==> config.mk <==
export PLATFORM = sky130hd
export DESIGN_NAME = max_uint16_serial_flat
export DESIGN_NICKNAME = d
export VERILOG_FILES = /design/src/rtl/max_uint16_serial_if.sv /design/src/rtl/max_uint16_serial.sv /design/src/flat_wrapper.sv
export SDC_FILE = /design/constraint.sdc
export NUM_CORES = 1
export LEC_CHECK = 0
export CORE_UTILIZATION = 47
export CTS_CLUSTER_DIAMETER = 120
export CTS_CLUSTER_SIZE = 24
export DETAILED_ROUTE_END_ITERATION = 16
export PLACE_DENSITY = 0.8
export SETUP_SLACK_MARGIN = 0.05
export SLEW_MARGIN = 30
export SYNTH_ARGS = -nofsm -noshare
export SYNTH_HDL_FRONTEND = slang
export SYNTH_SLANG_ARGS = --single-unit
==> constraint.sdc <==
create_clock -name clk -period 2.2 [get_ports clk]
set_clock_uncertainty 0.05 [all_clocks]
set_input_delay 0.44 -clock clk [delete_from_list [all_inputs] [get_ports clk]]
set_output_delay 0.44 -clock clk [all_outputs]
set_load 0.02 [all_outputs]
==> src/rtl/max_uint16_serial_if.sv <==
// ---------------------------------------------------------------------------
// max_uint16_serial_if
// Handshake bundle for the bit-serial unsigned max unit.
//   in_valid / in_ready  : operand-pair handshake (producer -> unit)
//   A, B                 : unsigned operands, sampled on the accepting edge
//   out_valid / out_ready: result handshake (unit -> consumer)
//   Y                    : max(A, B)
//   a_gt                 : 1 iff A > B (0 on a tie)
// master = producer/consumer side, slave = the max unit itself.
// ---------------------------------------------------------------------------
interface max_uint16_serial_if #(
  parameter int WIDTH = 16
);
  logic             in_valid;
  logic             in_ready;
  logic [WIDTH-1:0] A;
  logic [WIDTH-1:0] B;
  logic             out_valid;
  logic             out_ready;
  logic [WIDTH-1:0] Y;
  logic             a_gt;

  modport master (
    output in_valid, A, B, out_ready,
    input  in_ready, out_valid, Y, a_gt
  );

  modport slave (
    input  in_valid, A, B, out_ready,
    output in_ready, out_valid, Y, a_gt
  );
endinterface

==> src/rtl/max_uint16_serial.sv <==
// ---------------------------------------------------------------------------
// max_uint16_serial
// Bit-serial unsigned max: accepts (A, B), scans MSB-first one bit per clock
// and returns Y = max(A, B) plus a_gt = (A > B).
// Ports:
//   clk  : single clock, rising edge
//   rst  : asynchronous, active-high reset
//   bus  : max_uint16_serial_if.slave (in/out valid-ready handshakes, A, B,
//          Y, a_gt)
// Latency: out_valid rises WIDTH edges after the accepting edge.
// ---------------------------------------------------------------------------
module max_uint16_serial #(
  parameter int WIDTH = 16
) (
  input logic                clk,
  input logic                rst,
  max_uint16_serial_if.slave bus
);

  localparam int CW = (WIDTH > 2) ? $clog2(WIDTH) : 1;

  localparam logic [1:0] IDLE = 2'd0;
  localparam logic [1:0] RUN  = 2'd1;
  localparam logic [1:0] DONE = 2'd2;

  logic [1:0]       state_q, state_d;
  logic [CW-1:0]    cnt_q, cnt_d;
  logic [WIDTH-1:0] a_q, a_d;
  logic [WIDTH-1:0] b_q, b_d;
  logic [WIDTH-1:0] y_q, y_d;
  logic             gt_a_q, gt_a_d;
  logic             gt_b_q, gt_b_d;
  logic             a_gt_q, a_gt_d;

  // Operands are shifted left each RUN cycle, so the bit under test is
  // always in the MSB position.
  logic a_bit, b_bit;
  assign a_bit = a_q[WIDTH-1];
  assign b_bit = b_q[WIDTH-1];

  always_comb begin
    state_d = state_q;
    cnt_d   = cnt_q;
    a_d     = a_q;
    b_d     = b_q;
    y_d     = y_q;
    gt_a_d  = gt_a_q;
    gt_b_d  = gt_b_q;
    a_gt_d  = a_gt_q;

    case (state_q)
      IDLE: begin
        if (bus.in_valid) begin
          state_d = RUN;
          a_d     = bus.A;
          b_d     = bus.B;
          gt_a_d  = 1'b0;
          gt_b_d  = 1'b0;
          cnt_d   = CW'(WIDTH - 1);
        end
      end

      RUN: begin
        // First differing bit decides; afterwards both flags are frozen.
        if (!gt_a_q && !gt_b_q && (a_bit != b_bit)) begin
          gt_a_d = a_bit;
          gt_b_d = ~a_bit;
        end
        // Uses the updated flag so the deciding bit already comes from B.
        y_d   = {y_q[WIDTH-2:0], (gt_b_d ? b_bit : a_bit)};
        a_d   = a_q << 1;
        b_d   = b_q << 1;
        cnt_d = cnt_q - CW'(1);
        if (cnt_q == '0) begin
          state_d = DONE;
          a_gt_d  = gt_a_d;
        end
      end

      DONE: begin
        if (bus.out_ready) begin
          state_d = IDLE;
        end
      end

      default: state_d = IDLE;
    endcase
  end

  always_ff @(posedge clk or posedge rst) begin
    if (rst) begin
      state_q <= IDLE;
      cnt_q   <= '0;
      a_q     <= '0;
      b_q     <= '0;
      y_q     <= '0;
      gt_a_q  <= 1'b0;
      gt_b_q  <= 1'b0;
      a_gt_q  <= 1'b0;
    end else begin
      state_q <= state_d;
      cnt_q   <= cnt_d;
      a_q     <= a_d;
      b_q     <= b_d;
      y_q     <= y_d;
      gt_a_q  <= gt_a_d;
      gt_b_q  <= gt_b_d;
      a_gt_q  <= a_gt_d;
    end
  end

  assign bus.in_ready  = (state_q == IDLE);
  assign bus.out_valid = (state_q == DONE);
  assign bus.Y         = y_q;
  assign bus.a_gt      = a_gt_q;

endmodule

==> src/flat_wrapper.sv <==
// flat-port wrapper written by rule: the top's interface ports become plain ports
module max_uint16_serial_flat 
#(
  parameter int WIDTH = 16
)
  (clk, rst, bus_in_valid, bus_A, bus_B, bus_out_ready, bus_in_ready, bus_out_valid, bus_Y, bus_a_gt);
  max_uint16_serial_if #(.WIDTH(WIDTH)) bus_i ();
  input logic clk;
  input logic rst;
  input wire logic [$bits(bus_i.in_valid)-1:0] bus_in_valid;
  input wire logic [$bits(bus_i.A)-1:0] bus_A;
  input wire logic [$bits(bus_i.B)-1:0] bus_B;
  input wire logic [$bits(bus_i.out_ready)-1:0] bus_out_ready;
  output wire logic [$bits(bus_i.in_ready)-1:0] bus_in_ready;
  output wire logic [$bits(bus_i.out_valid)-1:0] bus_out_valid;
  output wire logic [$bits(bus_i.Y)-1:0] bus_Y;
  output wire logic [$bits(bus_i.a_gt)-1:0] bus_a_gt;
  assign bus_i.in_valid = bus_in_valid;
  assign bus_i.A = bus_A;
  assign bus_i.B = bus_B;
  assign bus_i.out_ready = bus_out_ready;
  assign bus_in_ready = bus_i.in_ready;
  assign bus_out_valid = bus_i.out_valid;
  assign bus_Y = bus_i.Y;
  assign bus_a_gt = bus_i.a_gt;
  max_uint16_serial #(.WIDTH(WIDTH)) u_core (.clk(clk), .rst(rst), .bus(bus_i));
endmodule
== After elaboration in Yosys (flattened, before gate mapping) ==
Cells that the tools add are included.
W data, S select, Z words.

* Output and inout bits: 19
* Logic and storage cells: 43
* Register bits after elaboration: 57

* Mux-type cells: 17
* Eq/ne operators: 6
* Add/sub/neg operators: 1
* Reductions and logical operators: 10
* Bitwise operators: 1

{| class="wikitable"
|+ Operators with widths
! kind !! count
|-
| $pmux W16 S2 || 2
|-
| $mux W16 || 2
|-
| $pmux W4 S2 || 1
|-
| $mux W2 || 3
|-
| $pmux W2 S3 || 1
|-
| $mux W1 || 5
|-
| $logic_not A4 Y1 || 1
|-
| $mux W4 || 1
|-
| $ne A2 B2 Y1 const B || 2
|-
| $pmux W1 S2 || 2
|-
| $reduce_and A2 Y1 || 2
|-
| $sub A4 B1 Y4 const B || 1
|-
| $reduce_and A3 Y1 || 1
|-
| $eq A2 B1 Y1 const B || 1
|-
| $eq A2 B2 Y1 const B || 1
|-
| $logic_and A1 B1 Y1 || 2
|-
| $logic_not A1 Y1 || 2
|-
| $logic_not A2 Y1 || 1
|-
| $ne A2 B1 Y1 const B || 1
|-
| $reduce_bool A2 Y1 || 1
|-
| $ne A1 B1 Y1 || 1
|-
| $not A1 Y1 || 1
|}

== Logic depth before layout (Yosys ltp) ==
Gate-level depths: netlist of run 1.

* Depth after elaboration: 6
* Depth in mapped cells: 6
* Depth with buffers taken out: 5

== Least setup slack after synthesis of run 1 ==
No wires, ideal clock.

* Path kind: register to output
* Start: register u_core.state_q[0]
* End: output bus_in_ready
* Arrival time: 1.086 ns
* Stages on the path, launching flop included: 5
* Path slack: 0.624 ns
* Buffers on the path: 3
* Cells stage by stage: dfrtp_1 > buf_2 > buf_4 > buf_4 > nor2_1

* Cells in the longest elaborated chain, start to end: 1

{| class="wikitable"
|+ Ends and longest elaborated chain
! element !! RTL line !! text
|-
| from (decl) || max_uint16_serial.sv:26 || <nowiki>logic [1:0] state_q, state_d;</nowiki>
|-
| from (signal assigned) || max_uint16_serial.sv:101 || <nowiki>state_q <= state_d;</nowiki>
|-
| $logic_not A2 Y1 || max_uint16_serial.sv:112 || <nowiki>assign bus.in_ready = (state_q == IDLE);</nowiki>
|-
| to (decl) || flat_wrapper.sv:14 || <nowiki>output wire logic [$bits(bus_i.in_ready)-1:0] bus_in_ready;</nowiki>
|}

Every way passes these cells.

== Worst setup path after layout of run 1 ==
* Start: register u_core.state_q[0]
* End: output bus_out_valid

* Cells in the longest elaborated chain, start to end: 1

{| class="wikitable"
|+ Ends and longest elaborated chain
! element !! RTL line !! text
|-
| $eq A2 B2 Y1 || max_uint16_serial.sv:113 || <nowiki>assign bus.out_valid = (state_q == DONE);</nowiki>
|-
| to (decl) || flat_wrapper.sv:15 || <nowiki>output wire logic [$bits(bus_i.out_valid)-1:0] bus_out_valid;</nowiki>
|}

Every way passes these cells.

==> results of run 1 <==
logic make-up (layout without fill, tap and decap cells):
kind of cell / after synthesis / after routing
adder cells (fa/ha/maj): 1 / 1
AND/OR/NAND/NOR: 129 / 129
flip-flops: 57 / 57
buffers and inverters: 27 / 82
AO/OA/AOI/OAI: 79 / 79
layout make-up:
cell class / instances / area, um^2 / share of cell area
clock buffer: 12 / 145 / 0.0424
clock inverter: 1 / 5.00 / 0.00146
inverter: 5 / 18.8 / 0.00549
multi-input combinational: 209 / 1110 / 0.324
sequential: 57 / 1430 / 0.417
tap: 72 / 90.1 / 0.0263
timing repair buffer: 64 / 627 / 0.183
registers in the layout, summed over array words and instances, names as in the netlist:
signal,flops
u_core.cnt_q,4
u_core.state_q,2
u_core.gt_a_q,1
u_core.b_q,16
u_core.bus.Y,16
u_core.a_q,16
u_core.bus.a_gt,1
u_core.gt_b_q,1
layout by cell type (no fill, tap or decap):
master	netlist	final
nor2_1	3	3
nand2b_1	3	3
clkbuf_8	0	10
and2_1	1	1
nor2b_1	5	5
o21ai_1	9	9
a21oi_1	33	33
buf_12	0	1
o21ai_0	29	29
nor3b_1	2	2
dlygate4sd2_1	0	1
clkbuf_1	3	2
clkdlybuf4s50_1	0	53
ha_1	1	1
and2b_1	2	2
a211o_1	1	1
nand2_1	83	83
and3b_1	27	27
inv_2	0	1
nor4b_1	1	1
a22oi_1	4	4
buf_4	8	9
a21o_1	1	1
a31oi_1	1	1
or3_1	1	1
dfrtp_2	0	1
nand3b_1	1	1
o21bai_4	1	1
clkinv_2	0	1
dfrtp_1	57	56
inv_1	5	4
final timing paths:
path	startpoint	slack, ns	cells past startpoint	endpoint
worst min register to register	u_core.bus.Y[15]$_DFFE_PP0P_	0.42	2	u_core.bus.Y[15]$_DFFE_PP0P_
max in group asynchronous	rst	1.41	3	u_core.state_q[0]$_DFFE_PP0P_
worst max-delay path	u_core.state_q[0]$_DFFE_PP0P_	0.18	2	bus_out_valid
worst max register to register	u_core.state_q[1]$_DFFE_PP0P_	0.59	5	u_core.state_q[1]$_DFFE_PP0P_
min in group asynchronous	rst	0.43	3	u_core.bus.Y[1]$_DFFE_PP0P_
worst min-delay path	u_core.bus.Y[15]$_DFFE_PP0P_	0.42	2	u_core.bus.Y[15]$_DFFE_PP0P_
what timing repair did:
item	in CTS	in global routing
hold buffers	0	0
gates resized for setup	1	0
endpoints found under the setup margin	1	0
worst min-delay path, delay by kind of cell, from the launching register on:
family	cells	cell delay (ns)
DFF	1	0.34
and+or+nand+nor	2	0.11
metal layers:
metal / routed length, um / up-vias / GRT usage
li1: - / 1088 / -
met1: 2470 / 1019 / 0.255
met2: 2420 / 55 / 0.323
met3: 242 / 15 / 0.0600
met4: 135 / 2 / 0.106
met5: 8 / - / 0
power breakdown:
group / leakage [nW] / switching [W] / internal (W)
Combinational: 0.841 / 0.000752 / 0.000648
Clock: 0.0782 / 0.000368 / 0.000419
Sequential: 0.732 / 0.000249 / 0.00143
Total: 1.65 / 0.00137 / 0.00250
per-stage QoR:
step	std cells	hold slack, ns	util
after floorplan	293	0.400	-
after global routing	420	0.459	0.621
after global placement	407	0.406	0.594
final	420	0.420	0.621
after detailed placement	407	0.412	0.594
after CTS	420	0.426	0.621
==> results, run 1 <==
- After synthesis, the mean cell area works out to 9.14 um^2.
- The post-route clock period utilization is 0.916.
- The total of warnings raised by yosys is 0.
- The type of element launching the critical path is a flop.
- The global-route congestion overflow total is 0.
- The cell family contributing the most delay on the critical path is buffers and inverters.
- The power after layout is 0.00387 W.
- In this run the power density over the cells is 1130 mW/mm^2.
- After synthesis the cells add up to 0.00268 mm^2.
- Counting distinct cell types in the post-synthesis netlist gives 25.
- At the end of the flow, the number of nets in the layout was 383.
- Timing analysis after detailed placement gives a worst setup slack of 0.337 ns.
- After synthesis, the share of flip-flops with an asynchronous set or reset is 1.00.
- Counting the buffers created by CTS gives 9.
- The clock net in this run drives a total of 57 sinks.
- The number of instances in the synthesized netlist is 293.
- The final count of hold timing violations is 0.
- In the post-route analysis, the smallest setup slack over all paths is 0.184 ns.
- The most used flip-flop cell after synthesis is dfrtp_1.
- The relative area change from synthesis to final layout is 27.7%.
- The final cell area excluding filler cells is 0.00342 mm^2.
- The main combinational cell family by area after synthesis is simple AND/OR/NAND/NOR gates.
- The number of nets produced by synthesis is 330.
- The maximum number of pins on one net before global-route repair is 58.
- The worst max-slew margin expressed relative to the limit is 0.626.
- After routing, the total negative slack on setup checks comes to 0 ns.
- STA classifies the critical path endpoint as an output pin.
- After detailed routing, the number of remaining DRC violations is 2.
- The required arrival time at the worst endpoint is 1.71 ns.
- The first global-routing pass estimated 9520 um of wire.
- Using the TritonRoute via totals, the vias-per-cell ratio works out to 5.19.
- The initial utilization of the core area, before any placement, comes to 0.486.
- The critical path goes through nor2b_1, clkdlybuf4s50_1.
- The compound-gate portion of the synthesized area is 0.159.
- The average wire per standard cell is 12.6 um.
- Yosys attributes the largest share of cell area to dfrtp_1 53%, nand2_1 12%, and3b_1 8.8%.
- STA puts the critical path data arrival time at 1.53 ns.
- Setup repair after global routing left no endpoint under its margin.
- The floorplan step set the die width to 77.5 um.
- After detailed placement, the total cell area comes to 0.00327 mm^2.
- The number of global-route vias before repair is 2,140.
- For this run, the top clock speed supported by timing is 496 MHz.
- The type of the worst setup path is reg2out.
- Detailed placement ended at an HPWL of 3540 um.
- The clock passes through at most 2 buffers.
- The final-report max-slew violation count was 0.
- The die outline area is 0.00601 mm^2.
- Among all stages on the critical path, the largest delay is contributed by clkdlybuf4s50_1.
- The leakage power of the design is 1.65 nW.
- The number of flops mapped to enable cells by yosys is 0.
- The count of TritonRoute iterations in the first routing pass is 11.
- The synthesized-area fraction occupied by and/or/nand/nor cells is 0.249.
- The initial antenna violation count is 1.
- The number of antenna-violating nets in the routed design is 0.
- The buffering stage count on the worst path with inverters included is 1.
- The CTS tree is yes.
- The adder-cell share of the synthesized area is 0.00467.
- The sequential fraction of the synthesis area is 0.532.
- Detailed routing inserted a total of 2,179 vias.
- In this run the worst hold path is classified as reg2reg.
- The root buffer cell is clkbuf_8.
- The number of buffers added on ports is 54.
- For this block, the routed nets add up to 5280 um of wire.
- Across the run, the number of max-cap violations was 0.
- The weighted congestion at the end of routability-driven global placement is 0.754.
- The global-route usage over all layers is 0.205.
- The filler cells instantiated in the layout total 477.
- Setup violations remaining at the end of the flow were counted as 0.
- The smallest clock period supported by the final layout is computed as 2.02 ns.
- CTS built an H-tree with a depth of 3.
- The floorplan step set the die height to 77.5 um.
- In the final layout, the share of cells above drive strength 1 is 0.0690.
- By count the netlist is led by 83 x nand2_1, 57 x dfrtp_1, 33 x a21oi_1.
- The final reports fail on DRC.
- The mux share of post-synthesis cell area is 0.
- The number of antenna diodes is 0.
- The xor/xnor cell area share of the yosys netlist is 0.
- The number of placement rows is 27.
- Across the VDD grid, the largest voltage drop is 580 uV.
- The run finished, with violations left.
- The synthesis-stage register bit count is 57.
- The clock slew seen by the registers of the worst setup and hold paths is 0.06 ns.
- The share of synthesized area in the top cell type comes to 0.532.
- The detailed router finished its first iteration with 134 violations.
- The maximum fanout count along the critical path is 4.
- By instance count, the leading cell after synthesis is nand2_1.
- The maximum single-stage delay on the critical path is 0.62 ns.
- The number of setup buffers added after CTS is 0.
- The clock reaches the later pin of the worst-skew pair after 0.33 ns.
- The core footprint is 0.00551 mm^2.
- 55 I/O pins were placed.
- The biggest area consumer among synthesized cells is dfrtp_1.
- The transition at the pin with the smallest max-transition slack is 0.562 ns.
(Power assumes the default switching activity.)
==> run 2: changes to the inputs <==
CTS_CLUSTER_SIZE = 30   (was 24)
==> results of run 2 <==
The final DEF is identical to that of run 1; final timing and power are the same.
==> run 3: changes to the inputs <==
CTS_BUF_LIST = sky130_fd_sc_hd__clkbuf_16   (was unset)
==> results, run 3 (synthesis results as in run 1) <==
- The number of global-route vias before repair is 2,165 (+1.2%).
- The clock slew seen by the registers of the worst setup and hold paths is 0.05 ns (about the same).
- The final count of hold timing violations is 0 (unchanged).
- The aggregate negative setup slack is 0 ns (unchanged).
- The number of antenna diodes is 0 (unchanged).
- The net count of the finished layout is 383 (unchanged).
- The number of placed instances, taps included is 407 (unchanged).
- The worst setup path is captured at an output pin.
- The highest ir drop seen on vdd is 638 uV (+9.9%).
- The critical-path cell with the highest stage delay is clkdlybuf4s50_1.
- STA classifies the critical path startpoint as a flop.
- The class of the most critical hold timing path is reg2reg.
- The final cell count without fillers is 420 (unchanged).
- The average wire per standard cell came to 12.8 um (+1.5%).
- The final-report max-slew violation count is 0 (unchanged).
- The time the final worst path needs with I/O delays and setup came to 2.00 ns (-0.0181 ns).
- The per-cell via count in the routed design is 5.20 (+0.23%).
- The count of pins on the block boundary is 55 (unchanged).
- The initial core utilization was 0.486 (unchanged).
- The combined area of the multi-input logic cells was 0.00111 mm^2 (unchanged).
- The maximum fanout count along the critical path came to 4 (unchanged).
- The flow ran to the end, but the final reports show violations.
- The maximum single-stage delay on the critical path was 0.62 ns (about the same).
- The wire length of the first global-routing pass is 9630 um (+1.2%).
- The data arrival time at the worst-slack endpoint came to 1.51 ns (-0.02 ns).
- The fraction of final layout cells with drive strength greater than 1 was 0.0661 (-0.00287).
- Leaving out fill and tap cells, the most frequent cells in the layout are 83 x nand2_1, 56 x dfrtp_1, 53 x clkdlybuf4s50_1.
- The half-perimeter wire length of the detailed placement result was 3540 um (unchanged).
- The met3 usage was 0.0471 (-0.0129).
- The buffering stage count on the worst path with inverters included is 1 (unchanged).
- The post-CTS repair timing setup buffer count is 0 (unchanged).
- The final routed DRC violation total is 2 (unchanged).
- The power after layout is 0.00422 W (+9.2%).
- The maximum number of pins on one net before global-route repair is 58 (unchanged).
- Among cell families on the critical path, the largest total delay comes from buffers and inverters.
- The transition at the pin with the smallest max-transition slack was 0.579 ns (+0.0175 ns).
- By startpoint and endpoint, the worst setup path is classified as reg2out.
- The top achievable clock speed is 500 MHz (+0.90%).
- TritonCTS built the clock tree.
- The DRC violation total after the first TritonRoute iteration is 121 (-9.7%).
- The signal on the critical path passes through nor2b_1, clkdlybuf4s50_1.
- The number of levels the H-tree was split into is 3 (unchanged).
- The final reports fail on DRC.
- The initial antenna violation count came to 1 (unchanged).
- The global routing usage on met2 is 0.327 (+0.00354).
- The weighted congestion at the end of routability-driven global placement is 0.754 (unchanged).
- Setup repair after global routing left no endpoint under its margin.
- The global-route track usage on met1 is 0.259 (+0.00365).
- The number of maximum-capacitance constraint violations is 0 (unchanged).
- The die outline area is 0.00601 mm^2 (unchanged).
- The post-route clock period utilization came to 0.908 (-0.00821).
- The routed via count is 2,184 (+0.23%).
- The worst hold slack across all endpoints is 0.418 ns (-0.00216 ns).
- The number of buffers added on ports is 54 (unchanged).
- The relative area change from synthesis to final layout is 31.2%.
- The leakage power of the design came to 1.71 nW (+3.7%).
- The count of TritonRoute iterations in the first routing pass is 10 (-1).
- The required arrival time at the worst endpoint is 1.71 ns (about the same).
- The number of placement rows is 27 (unchanged).
- The worst max-slew margin expressed relative to the limit is 0.614 (-0.0117).
- The final number of setup-violating endpoints is 0 (unchanged).
- The combined flip-flop and latch cell area is 0.00143 mm^2 (unchanged).
- The number of CTS-inserted buffers came to 9 (unchanged).
- The power density over the cells is 1200 mW/mm^2 (+6.2%).
- The horizontal die dimension is 77.5 um (unchanged).
- The root buffer cell is clkbuf_16.
- The routed wire length is 5360 um (+1.5%).
- The CTS sink count is 57 (unchanged).
- The core footprint was 0.00551 mm^2 (unchanged).
- The fill cell instance count of the final layout is 457 (-4.2%).
- The maximum number of buffers from clock root to sink came to 2 (unchanged).
- Leaving out fill and tap cells, the most frequent cell in the layout is nand2_1.
- The number of antenna-violating nets in the routed design is 0 (unchanged).
- The global-route congestion overflow total is 0 (unchanged).
- The busiest layer in global routing is met2.
- The clock network latency to the later pin of the worst-skew pair was 0.31 ns (-0.02 ns).
- The global-route usage over all layers came to 0.206 (+0.00122).
- The vertical extent of the die is 77.5 um (unchanged).
- The post-layout utilization of the core is 0.638 (+0.0173).
run 3: changes by cell type in the layout (fill, tap and decap cells not counted), sizes merged:
cell	delta
dlymetal6s2s	+1
dlygate4sd2	-1
inv	+2
clkinv	+1
clkbuf	-3
run 3: where the power goes:
part / internal [W] / switching (W) / total (W)
sequential: 0.00143 / 0.000251 / 0.00168
clock: 0.000722 / 0.000410 / 0.00113
combinational: 0.000649 / 0.000756 / 0.00141
run 3: worst register-to-register path: stages, from the launching register on:
cell and delay (ns):
dfrtp_2 0.42, buf_4 0.28, o21bai_4 0.43, buf_4 0.23, nand2_1 0.06, o21ai_0 0.09
run 3: per-stage QoR:
step | setup WS (ns) | area (um^2)
2_1_floorplan | 0.310 | 2680
3_3_place_gp | 0.390 | 3270
3_5_place_dp | 0.337 | 3270
4_1_cts | 0.0604 | 3510
5_1_grt | 0.164 | 3520
6_report | 0.202 | 3520
run 3: layout make-up:
cell class | instances | area share
Sequential cell | 57 | 0.406
Multi-Input combinational cell | 209 | 0.315
Timing Repair Buffer | 64 | 0.179
Clock buffer | 9 | 0.0641
Tap cell | 72 | 0.0256
Inverter | 5 | 0.00534
Clock inverter | 4 | 0.00463
run 3: worst paths after layout:
check                                                    from                             to  slack (ns)  cells after the start
worst max-delay path            u_core.state_q[0]$_DFFE_PP0P_                  bus_out_valid        0.20                      2
worst min-delay path             u_core.bus.Y[15]$_DFFE_PP0P_   u_core.bus.Y[15]$_DFFE_PP0P_        0.42                      2
worst max register to register  u_core.state_q[0]$_DFFE_PP0P_      u_core.b_q[4]$_DFFE_PP0P_        0.55                      5
worst min register to register   u_core.bus.Y[15]$_DFFE_PP0P_   u_core.bus.Y[15]$_DFFE_PP0P_        0.42                      2
max in group asynchronous                                 rst  u_core.state_q[0]$_DFFE_PP0P_        1.40                      3
min in group asynchronous                                 rst    u_core.bus.Y[1]$_DFFE_PP0P_        0.46                      3
run 3: timing repair:
item                                    in CTS  in global routing
endpoints found under the setup margin       0                  1
hold buffers                                 0                  0
resized for setup                            0                  1
run 3: metal layers:
layer / wire length, um / part of all wire / up-vias
li1: - / - / 1093
met1: 2450 / 0.46 / 1009
met2: 2510 / 0.47 / 63
met3: 249 / 0.046 / 17
met4: 141 / 0.026 / 2
met5: 8 / 0.0015 / -
